[config.mk]
export PLATFORM = sky130hd
export DESIGN_NAME = decode_queue_flat
export DESIGN_NICKNAME = d
export VERILOG_FILES = /design/src/rtl/decode_queue_pkg.sv /design/src/rtl/decode_queue_if.sv /design/src/rtl/decode_queue.sv /design/src/flat_wrapper.sv
export SDC_FILE = /design/constraint.sdc
export NUM_CORES = 1
export LEC_CHECK = 0
export ABC_AREA = 1
export CAP_MARGIN = 20
export CORE_ASPECT_RATIO = 1.4
export CORE_MARGIN = 4
export CORE_UTILIZATION = 64
export DETAILED_ROUTE_END_ITERATION = 8
export PLACE_DENSITY_LB_ADDON = 0.05
export SYNTH_ARGS = -nofsm -noshare
export SYNTH_HDL_FRONTEND = slang
export SYNTH_SLANG_ARGS = --single-unit
[constraint.sdc]
create_clock -name clk -period 14.68 [get_ports clk]
set_input_delay 2.936 -clock clk [delete_from_list [all_inputs] [get_ports clk]]
set_output_delay 2.936 -clock clk [all_outputs]
set_load 0.05 [all_outputs]
[src/rtl/decode_queue_pkg.sv]
// Payload types shared by fetch, the decode queue and dispatch.
package decode_queue_pkg;

  typedef struct packed {
    logic [31:0] pc;
    logic [3:0]  uop_class;
    logic [7:0]  op;
    logic        pred_taken;
    logic [31:0] pred_target;
  } decoded_bundle_t;

endpackage

[src/rtl/decode_queue_if.sv]
// Fetch-side push handshake, dual-wide dispatch view, flush and status of the decode queue.
interface decode_queue_if #(
  parameter int unsigned DEPTH = 8
);
  import decode_queue_pkg::*;

  localparam int unsigned CNT_W = $clog2(DEPTH + 1);

  logic             in_valid;
  logic             in_ready;
  decoded_bundle_t  in_bundle;
  logic             flush;
  logic             out_valid0;
  decoded_bundle_t  out_bundle0;
  logic             out_valid1;
  decoded_bundle_t  out_bundle1;
  logic [1:0]       out_pop;
  logic [CNT_W-1:0] count;
  logic             pop_err;

  // master: fetch/dispatch/redirect side; slave: the queue itself
  modport master (
    output in_valid, in_bundle, flush, out_pop,
    input  in_ready, out_valid0, out_bundle0, out_valid1, out_bundle1, count, pop_err
  );

  modport slave (
    input  in_valid, in_bundle, flush, out_pop,
    output in_ready, out_valid0, out_bundle0, out_valid1, out_bundle1, count, pop_err
  );

endinterface

[src/rtl/decode_queue.sv]
// Circular buffer between fetch and a dual-wide dispatch stage, with single-cycle flush.
module decode_queue
  import decode_queue_pkg::*;
#(
  parameter  int unsigned DEPTH = 8,
  localparam int unsigned CNT_W = $clog2(DEPTH + 1)
) (
  input logic           clk,
  input logic           rst,
  decode_queue_if.slave q
);

  localparam int unsigned PTR_W = $clog2(DEPTH);

  decoded_bundle_t  mem [DEPTH];
  logic [PTR_W-1:0] wr_ptr, wr_ptr_next;
  logic [PTR_W-1:0] rd_ptr, rd_ptr_next;
  logic [CNT_W-1:0] cnt, cnt_next;
  logic             err, err_next;

  logic             push;
  logic [1:0]       pop_req;
  logic [1:0]       eff_pop;
  logic             illegal_pop;

  // Ready looks only at registered occupancy, so a pop never frees a slot in the same cycle.
  assign q.in_ready    = (cnt != CNT_W'(DEPTH));
  assign q.out_valid0  = (cnt >= CNT_W'(1));
  assign q.out_valid1  = (cnt >= CNT_W'(2));
  assign q.out_bundle0 = mem[rd_ptr];
  assign q.out_bundle1 = mem[rd_ptr + PTR_W'(1)];
  assign q.count       = cnt;
  assign q.pop_err     = err;

  // Pop request is capped at the two visible slots, then at what is actually present.
  always_comb begin
    push        = 1'b0;
    pop_req     = q.out_pop;
    eff_pop     = 2'd0;
    illegal_pop = 1'b0;
    wr_ptr_next = wr_ptr;
    rd_ptr_next = rd_ptr;
    cnt_next    = cnt;
    err_next    = err;

    push = q.in_valid && q.in_ready && !q.flush;
    if (q.out_pop == 2'd3) begin
      pop_req = 2'd2;
    end
    eff_pop = (CNT_W'(pop_req) > cnt) ? 2'(cnt) : pop_req;
    illegal_pop = (q.out_pop == 2'd3) || (CNT_W'(q.out_pop) > cnt);

    if (illegal_pop) begin
      err_next = 1'b1;
    end

    if (q.flush) begin
      wr_ptr_next = '0;
      rd_ptr_next = '0;
      cnt_next    = '0;
    end else begin
      wr_ptr_next = wr_ptr + PTR_W'(push);
      rd_ptr_next = rd_ptr + PTR_W'(eff_pop);
      cnt_next    = cnt + CNT_W'(push) - CNT_W'(eff_pop);
    end
  end

  always_ff @(posedge clk) begin
    if (rst) begin
      wr_ptr <= '0;
      rd_ptr <= '0;
      cnt    <= '0;
      err    <= 1'b0;
    end else begin
      wr_ptr <= wr_ptr_next;
      rd_ptr <= rd_ptr_next;
      cnt    <= cnt_next;
      err    <= err_next;
    end
  end

  // Storage is deliberately not reset; valids gate its visibility.
  always_ff @(posedge clk) begin
    if (push && !rst) begin
      mem[wr_ptr] <= q.in_bundle;
    end
  end

endmodule

[src/flat_wrapper.sv]
// flat-port wrapper written by rule: the top's interface ports become plain ports
module decode_queue_flat import decode_queue_pkg::*;
#(
  parameter  int unsigned DEPTH = 8,
  localparam int unsigned CNT_W = $clog2(DEPTH + 1)
)
  (clk, rst, q_in_valid, q_in_bundle, q_flush, q_out_pop, q_in_ready, q_out_valid0, q_out_bundle0, q_out_valid1, q_out_bundle1, q_count, q_pop_err);
  decode_queue_if #(.DEPTH(DEPTH)) q_i ();
  input logic clk;
  input logic rst;
  input wire logic [$bits(q_i.in_valid)-1:0] q_in_valid;
  input wire logic [$bits(q_i.in_bundle)-1:0] q_in_bundle;
  input wire logic [$bits(q_i.flush)-1:0] q_flush;
  input wire logic [$bits(q_i.out_pop)-1:0] q_out_pop;
  output wire logic [$bits(q_i.in_ready)-1:0] q_in_ready;
  output wire logic [$bits(q_i.out_valid0)-1:0] q_out_valid0;
  output wire logic [$bits(q_i.out_bundle0)-1:0] q_out_bundle0;
  output wire logic [$bits(q_i.out_valid1)-1:0] q_out_valid1;
  output wire logic [$bits(q_i.out_bundle1)-1:0] q_out_bundle1;
  output wire logic [$bits(q_i.count)-1:0] q_count;
  output wire logic [$bits(q_i.pop_err)-1:0] q_pop_err;
  assign q_i.in_valid = q_in_valid;
  assign q_i.in_bundle = q_in_bundle;
  assign q_i.flush = q_flush;
  assign q_i.out_pop = q_out_pop;
  assign q_in_ready = q_i.in_ready;
  assign q_out_valid0 = q_i.out_valid0;
  assign q_out_bundle0 = q_i.out_bundle0;
  assign q_out_valid1 = q_i.out_valid1;
  assign q_out_bundle1 = q_i.out_bundle1;
  assign q_count = q_i.count;
  assign q_pop_err = q_i.pop_err;
  decode_queue #(.DEPTH(DEPTH)) u_core (.clk(clk), .rst(rst), .q(q_i));
endmodule
Yosys cells after proc, flatten, opt, wreduce, memory -nomap -nowiden
Memories as Yosys holds them, arrays and structs flattened. A register that Yosys moved wholly into a read port is not among the register bits.
Index checks and enable logic that the tools add are counted.
- flip-flop bits (word level): 11
- bits in writable memories: 616
- input bits: 83
- output and inout port bits: 162
- word-level logic and storage cells: 28
- memories kept: 1
- memory list (memory ; words ; bits a word ; rd ports ; clocked after Yosys merged registers in ; wr ports ; RTL line ; text):
    u_core.mem ; 8 ; 77 ; 2 ; 1 ; 1 ; decode_queue.sv:15 ; decoded_bundle_t mem [DEPTH];
- $add $sub $neg: 5
- order comparisons: 4
- equality and inequality tests: 2
- muxes and demuxes: 5
- reduce and logical (&&, ||, !) cells: 7
- operators by type and width (kind ; count):
    greater-than comparator 2 x 4 -> 1 bit ; 2
    adder 4 x 1 -> 4 bit ; 1
    greater-or-equal comparator 4 x 1 -> 1 bit (second input constant) ; 1
    greater-or-equal comparator 4 x 2 -> 1 bit (second input constant) ; 1
    two-way mux 2 bit ; 2
    inequality test 4 bit (second input constant) ; 1
    subtractor 4 x 2 -> 4 bit ; 1
    adder 3 x 1 -> 3 bit ; 1
    adder 3 x 1 -> 3 bit (second input constant) ; 1
    adder 3 x 2 -> 3 bit ; 1
    logical AND 1 bit ; 3
    two-way mux 3 bit ; 1
    equality test 2 bit (second input constant) ; 1
    zero test 1 bit ; 2
    two-way mux 1 bit ; 2
    OR reduction 2 bit ; 1
    logical OR 1 bit ; 1

Logic depth before layout (Yosys ltp)
- depth in word-level cells: 6
- gate-level depth with buffers: 14
- depth with buffers taken out: 14

Worst setup path after synthesis
Ideal clock, no wire load.
- path type: in2reg
- start point: input q_flush
- end point: memory u_core.mem[6][0] in the netlist's numbering (enable)
- setup time: 607 ps
- data arrival time: 8603 ps
- required time: 14073 ps
- path slack: 5469 ps
- stages: 3
- path buffers: 0
- cells stage by stage: nor2_1 nand3_1 nor3_1
- word-level cells in the longest chain between the ends: 5
- RTL lines (item ; RTL line ; text):
    from (decl) ; flat_wrapper.sv:13 ; input wire logic [$bits(q_i.flush)-1:0] q_flush;
    zero test 1 bit ; decode_queue.sv:46 ; push = q.in_valid && q.in_ready && !q.flush;
    logical AND 1 bit ; decode_queue.sv:46 ;
    logical AND 1 bit ; decode_queue.sv:84 ; if (push && !rst) begin
    two-way mux 1 bit ; decode_queue.sv:84 ;
    two-way mux 1 bit (implied by the code) ; decode_queue.sv:85 ; mem[wr_ptr] <= q.in_bundle;
    to (decl) ; decode_queue.sv:15 ;
No other way between the ends.

Worst setup path in the final report
- start point: register u_core.rd_ptr[0]
- end point: output q_out_bundle1[60]
- word-level cells in the longest chain between the ends: 2
- RTL lines (item ; RTL line ; text):
    from (decl) ; decode_queue.sv:17 ; logic [PTR_W-1:0] rd_ptr, rd_ptr_next;
    from (signal assigned) ; decode_queue.sv:76 ; rd_ptr <= rd_ptr_next;
    adder 3 x 1 -> 3 bit ; decode_queue.sv:31 ; assign q.out_bundle1 = mem[rd_ptr + PTR_W'(1)];
    memory (8 x 77 bit) ; - ;
    to (decl) ; flat_wrapper.sv:19 ; output wire logic [$bits(q_i.out_bundle1)-1:0] q_out_bundle1;
No other way between the ends.

==> impl.org <==
** Timing
- Headroom to the max-slew limit came out at 0.208.
- Clock skew on the completed layout was measured at 0.0103 ns.
- Once routing completed, OpenROAD measured the worst setup slack at about 6.3 ns.
- Timing would allow up to ~120 MHz.
- Time the final worst path needs with I/O delays and setup :: between 8 and 9 ns
- Setup total negative slack on the finished layout was measured at 0 ns.
- The number of hold-slack violations in the final timing report came to 0.
- Count of endpoints failing setup in the final report :: 0
- Setup repair after global routing left no endpoint under its margin.
- In the finished design, the share of the clock period the worst path needs comes to 0.573.
- Transition time at the pin with the least slew margin :: about 1.2 ns
- The final max-slew violation count came to 0.

** Global route
- Via count of the first global-routing pass :: 25,700
- Across every metal layer, demand over resource in global routing totals 0.302.
- Maximum number of pins on one net before global-route repair :: around 210
- The number of antenna violations at the first check in global routing came to 6.
- First-pass GRT wire length :: approximately 130 mm
- Global routing finished with a remaining overflow of 0.

** CTS
- In this run the deepest clock path goes through 3 buffers.
- Clock slew at reported path FFs :: ~0.070 ns
- CTS tree :: done
- Hold Buf Count CTS :: 0
- Counting the buffers created by CTS gives 58.
- Count of H-tree levels built during CTS :: 2
- The later pin in the worst-skew pair is clocked with a latency of 0.62 ns.
- In this run, post-CTS repair resized a total of 0 instances.
- The clock drives 627 sinks.
- The root buffer cell chosen for the clock tree is clkbuf_16.
- Post CTS Setup Buffer Count :: 0

** Worst setup path
- Largest fanout of any net on the critical path :: 208
- STA classifies the critical path endpoint as an output port.
- Across all register-to-register paths, the minimum setup slack is 10.84 ns.
- The worst setup path is launched from a flip-flop.
- Data on the critical path arrives at its endpoint at ~5.5 ns.
- The critical path is of the flip-flop to output port type.
- Worst endpoint required time :: ~12 ns

** Floorplanning
- Full die area :: roughly 56,000 um^2
- Die height :: around 280 um
- Pin placement for this block handled ~250 I/O pins.
- Width of the chip :: 202 um
- Initial standard-cell utilization of the core :: 0.645
- The floorplan has approximately 100 rows.
- After floorplanning, the core was sized to cover between 50,000 and 60,000 um^2.

** Synthesis
- Most repeated cell in the gate-level netlist after synthesis :: nand2_1
- Dominant combinational cell family by area after synthesis :: simple AND/OR/NAND/NOR gates
- Of the total synthesized cell area, the portion taken by AND, OR, NAND and NOR gates is 0.320.
- The cell count after synthesis came out at approximately 4,200.
- Synth cell types :: 21
- Biggest area contributors in the synthesized netlist :: edfxtp_1 55%, nand2_1 23%, nand3_1 9.3%, inv_1 7.1%, buf_2 1.7%
- Post-synthesis mux area share :: 0
- Ranked by instance count, the synthesized netlist is headed by 2,014 x nand2_1, 636 x inv_1, 621 x nand3_1, 616 x edfxtp_1, 111 x buf_2.
- Yosys printed 0 warnings.
- Syn Nets :: 4,298
- Fraction of synthesized cell area taken by the top area cell type :: 0.551
- edfxtp_1 takes more of the synthesized area than any other cell.
- Fraction of registers with async set or reset after synthesis :: 0
- The fraction of the mapped netlist area in compound gates is 0.00186.
- After synthesis the netlist holds a flip-flop and latch count of about 630.
- Post-Syn Area :: ~34,000 um^2
- Counting flops with a built-in enable in the synthesized netlist gives just over 600.
- Of the total synthesized cell area, the portion taken by full adders, half adders and majority gates is 0.00715.
- In the synthesized netlist the dominant register cell turns out to be edfxtp_1.
- Of the total synthesized cell area, the portion taken by XOR and XNOR cells is 0.00160.
- For this run, the register share of the synthesized area comes to 0.557.
- Mean area per synthesized cell :: about 8.0 um^2

** Power and ir drop
- Of the total power, the share spent switching nets is 0.373.
- Switching power :: ~2.1 mW
- Part of the power in the clock network :: 0.276
- VDD IR-drop max :: approximately 0.15 mV
- Pwr Density :: 145 nW/um^2
- The analysis attributes to cell leakage a power of between 15 and 20 nW.
- Of the total power, combinational logic draws 0.357.
- Of the total power, registers draw 0.367.
- The internal portion of the total power is 3.45 mW.

** Detailed routing
- In this run, the number of DRC markers left after iteration 0 of detailed routing was ~2,400.
- Final routed DRC violation total :: 0
- The first TritonRoute pass finished after 6 iterations.
- Once detail routing completed, the nets flagged for antenna violations numbered 0.
- Using the TritonRoute via totals, the vias-per-cell ratio works out to between 5 and 6.
- Detailed-route wire length :: roughly 87 mm
- Routed via count :: roughly 27,000
- Dividing the detail-routed wire length by the instance count gives ~17 um.

** Run status
- The flow ran to the end, and the final reports show no timing, DRC or antenna violations.

** Placement
- Worst setup slack after placement :: between 7 and 8 ns
- Routability-driven placement congestion ratio :: 0.804
- Detailed placement finished with a half-perimeter wire length of between 40 and 50 mm.
- The count of buffers added on input and output ports is between 200 and 250.

** Cells and area
- Relative area change from synthesis to final layout :: 12.7%
- Of the cells placed in the final design, the portion with a size suffix greater than 1 is 0.0310.
- The layout has slightly below 4,000 filler cells.
- Net count reported at finish :: 4,405

** Hold path
- Type of the tightest min-delay check :: flip-flop to flip-flop

** Flow run
- Maximum Capacitance Violations :: 0
## sequential cells by signal, indices dropped and copies added, names as in the netlist
signal / flops
u_core.rd_ptr: 3
u_core.q.pop_err: 1
u_core.q.count: 4
u_core.wr_ptr: 3
u_core.mem: 616
## metal layers
metal  track usage  part of all wire  vias up
li1              -                 -    13300
met1         0.385              0.38    12500
met2         0.519              0.49     1237
met3        0.0483             0.093      228
met4         0.121             0.036        6
met5             0           0.00039        -
## kinds of logic (layout without fill, tap and decap cells)
logic type | after synthesis | count (layout)
other | 0 | 4
AO/OA/AOI/OAI | 12 | 12
flip-flops | 627 | 627
XOR/XNOR | 4 | 4
adder cells (fa/ha/maj) | 18 | 18
buffers and inverters | 879 | 1032
AND/OR/NAND/NOR | 2657 | 2657
## layout make-up
type | instances | area [um^2] | share of cell area
clock buffers | 78 | 1590 | 0.0420
flip-flops and latches | 627 | 18700 | 0.495
diodes | 4 | 10.0 | 0.000264
clock inverters | 28 | 308 | 0.00813
inverters | 642 | 2430 | 0.0642
multi-input cells | 2691 | 11200 | 0.295
well taps | 656 | 821 | 0.0217
repair buffers | 284 | 2800 | 0.0740
## metrics by stage
step	utilization	std cells	hold WS [ns]	total power, mW	instance area, um^2
6_report	0.728	5010	0.536	5.50	37900
5_1_grt	0.728	5009	0.602	5.75	37900
2_1_floorplan	-	4197	0.518	3.41	33600
3_5_place_dp	0.689	4897	0.530	4.01	35900
4_1_cts	0.726	5003	0.544	5.51	37800
3_3_place_gp	0.689	4897	0.505	3.99	35900
## path summary, 6_finish.rpt
check	startpoint	endpoint	depth (start not counted)
max reg2reg	u_core.q.count[2]$_SDFF_PP0_	u_core.mem[4][12]$_DFFE_PP_	7
max	u_core.rd_ptr[0]$_SDFF_PP0_	q_out_bundle1[60]	9
min	u_core.q.pop_err$_SDFFE_PP0P_	u_core.q.pop_err$_SDFFE_PP0P_	2
min reg2reg	u_core.q.pop_err$_SDFFE_PP0P_	u_core.q.pop_err$_SDFFE_PP0P_	2
## cell usage in the layout (no fill, tap or decap), types with 14 or more instances in the layout
cell,count
clkbuf_16,61
buf_4,37
clkdlybuf4s50_1,244
clkbuf_1,17
nand2_1,2014
ha_1,15
edfxtp_1,616
nand3_1,621
inv_1,636
nor2_1,14
## power groups by stage
stage / clock (mW) / combinational [mW] / sequential, mW
floorplan: 0 / 1.36 / 2.05
global placement: 0 / 1.94 / 2.05
detailed placement: 0 / 1.95 / 2.05
CTS: 1.53 / 1.96 / 2.02
global route: 1.61 / 2.11 / 2.02
finish: 1.52 / 1.96 / 2.02
## critical path, stage by stage, from the launching register on
cell and delay, ns:
dfxtp_4 0.60, inv_8 0.82, buf_4 0.91, buf_4 0.94, nand2_1 0.12, nand3_1 0.13
nand2_1 0.08, nand2_1 0.06, nand2_1 0.12, clkdlybuf4s50_1 0.72
Power figures use the tool's default switching activity.
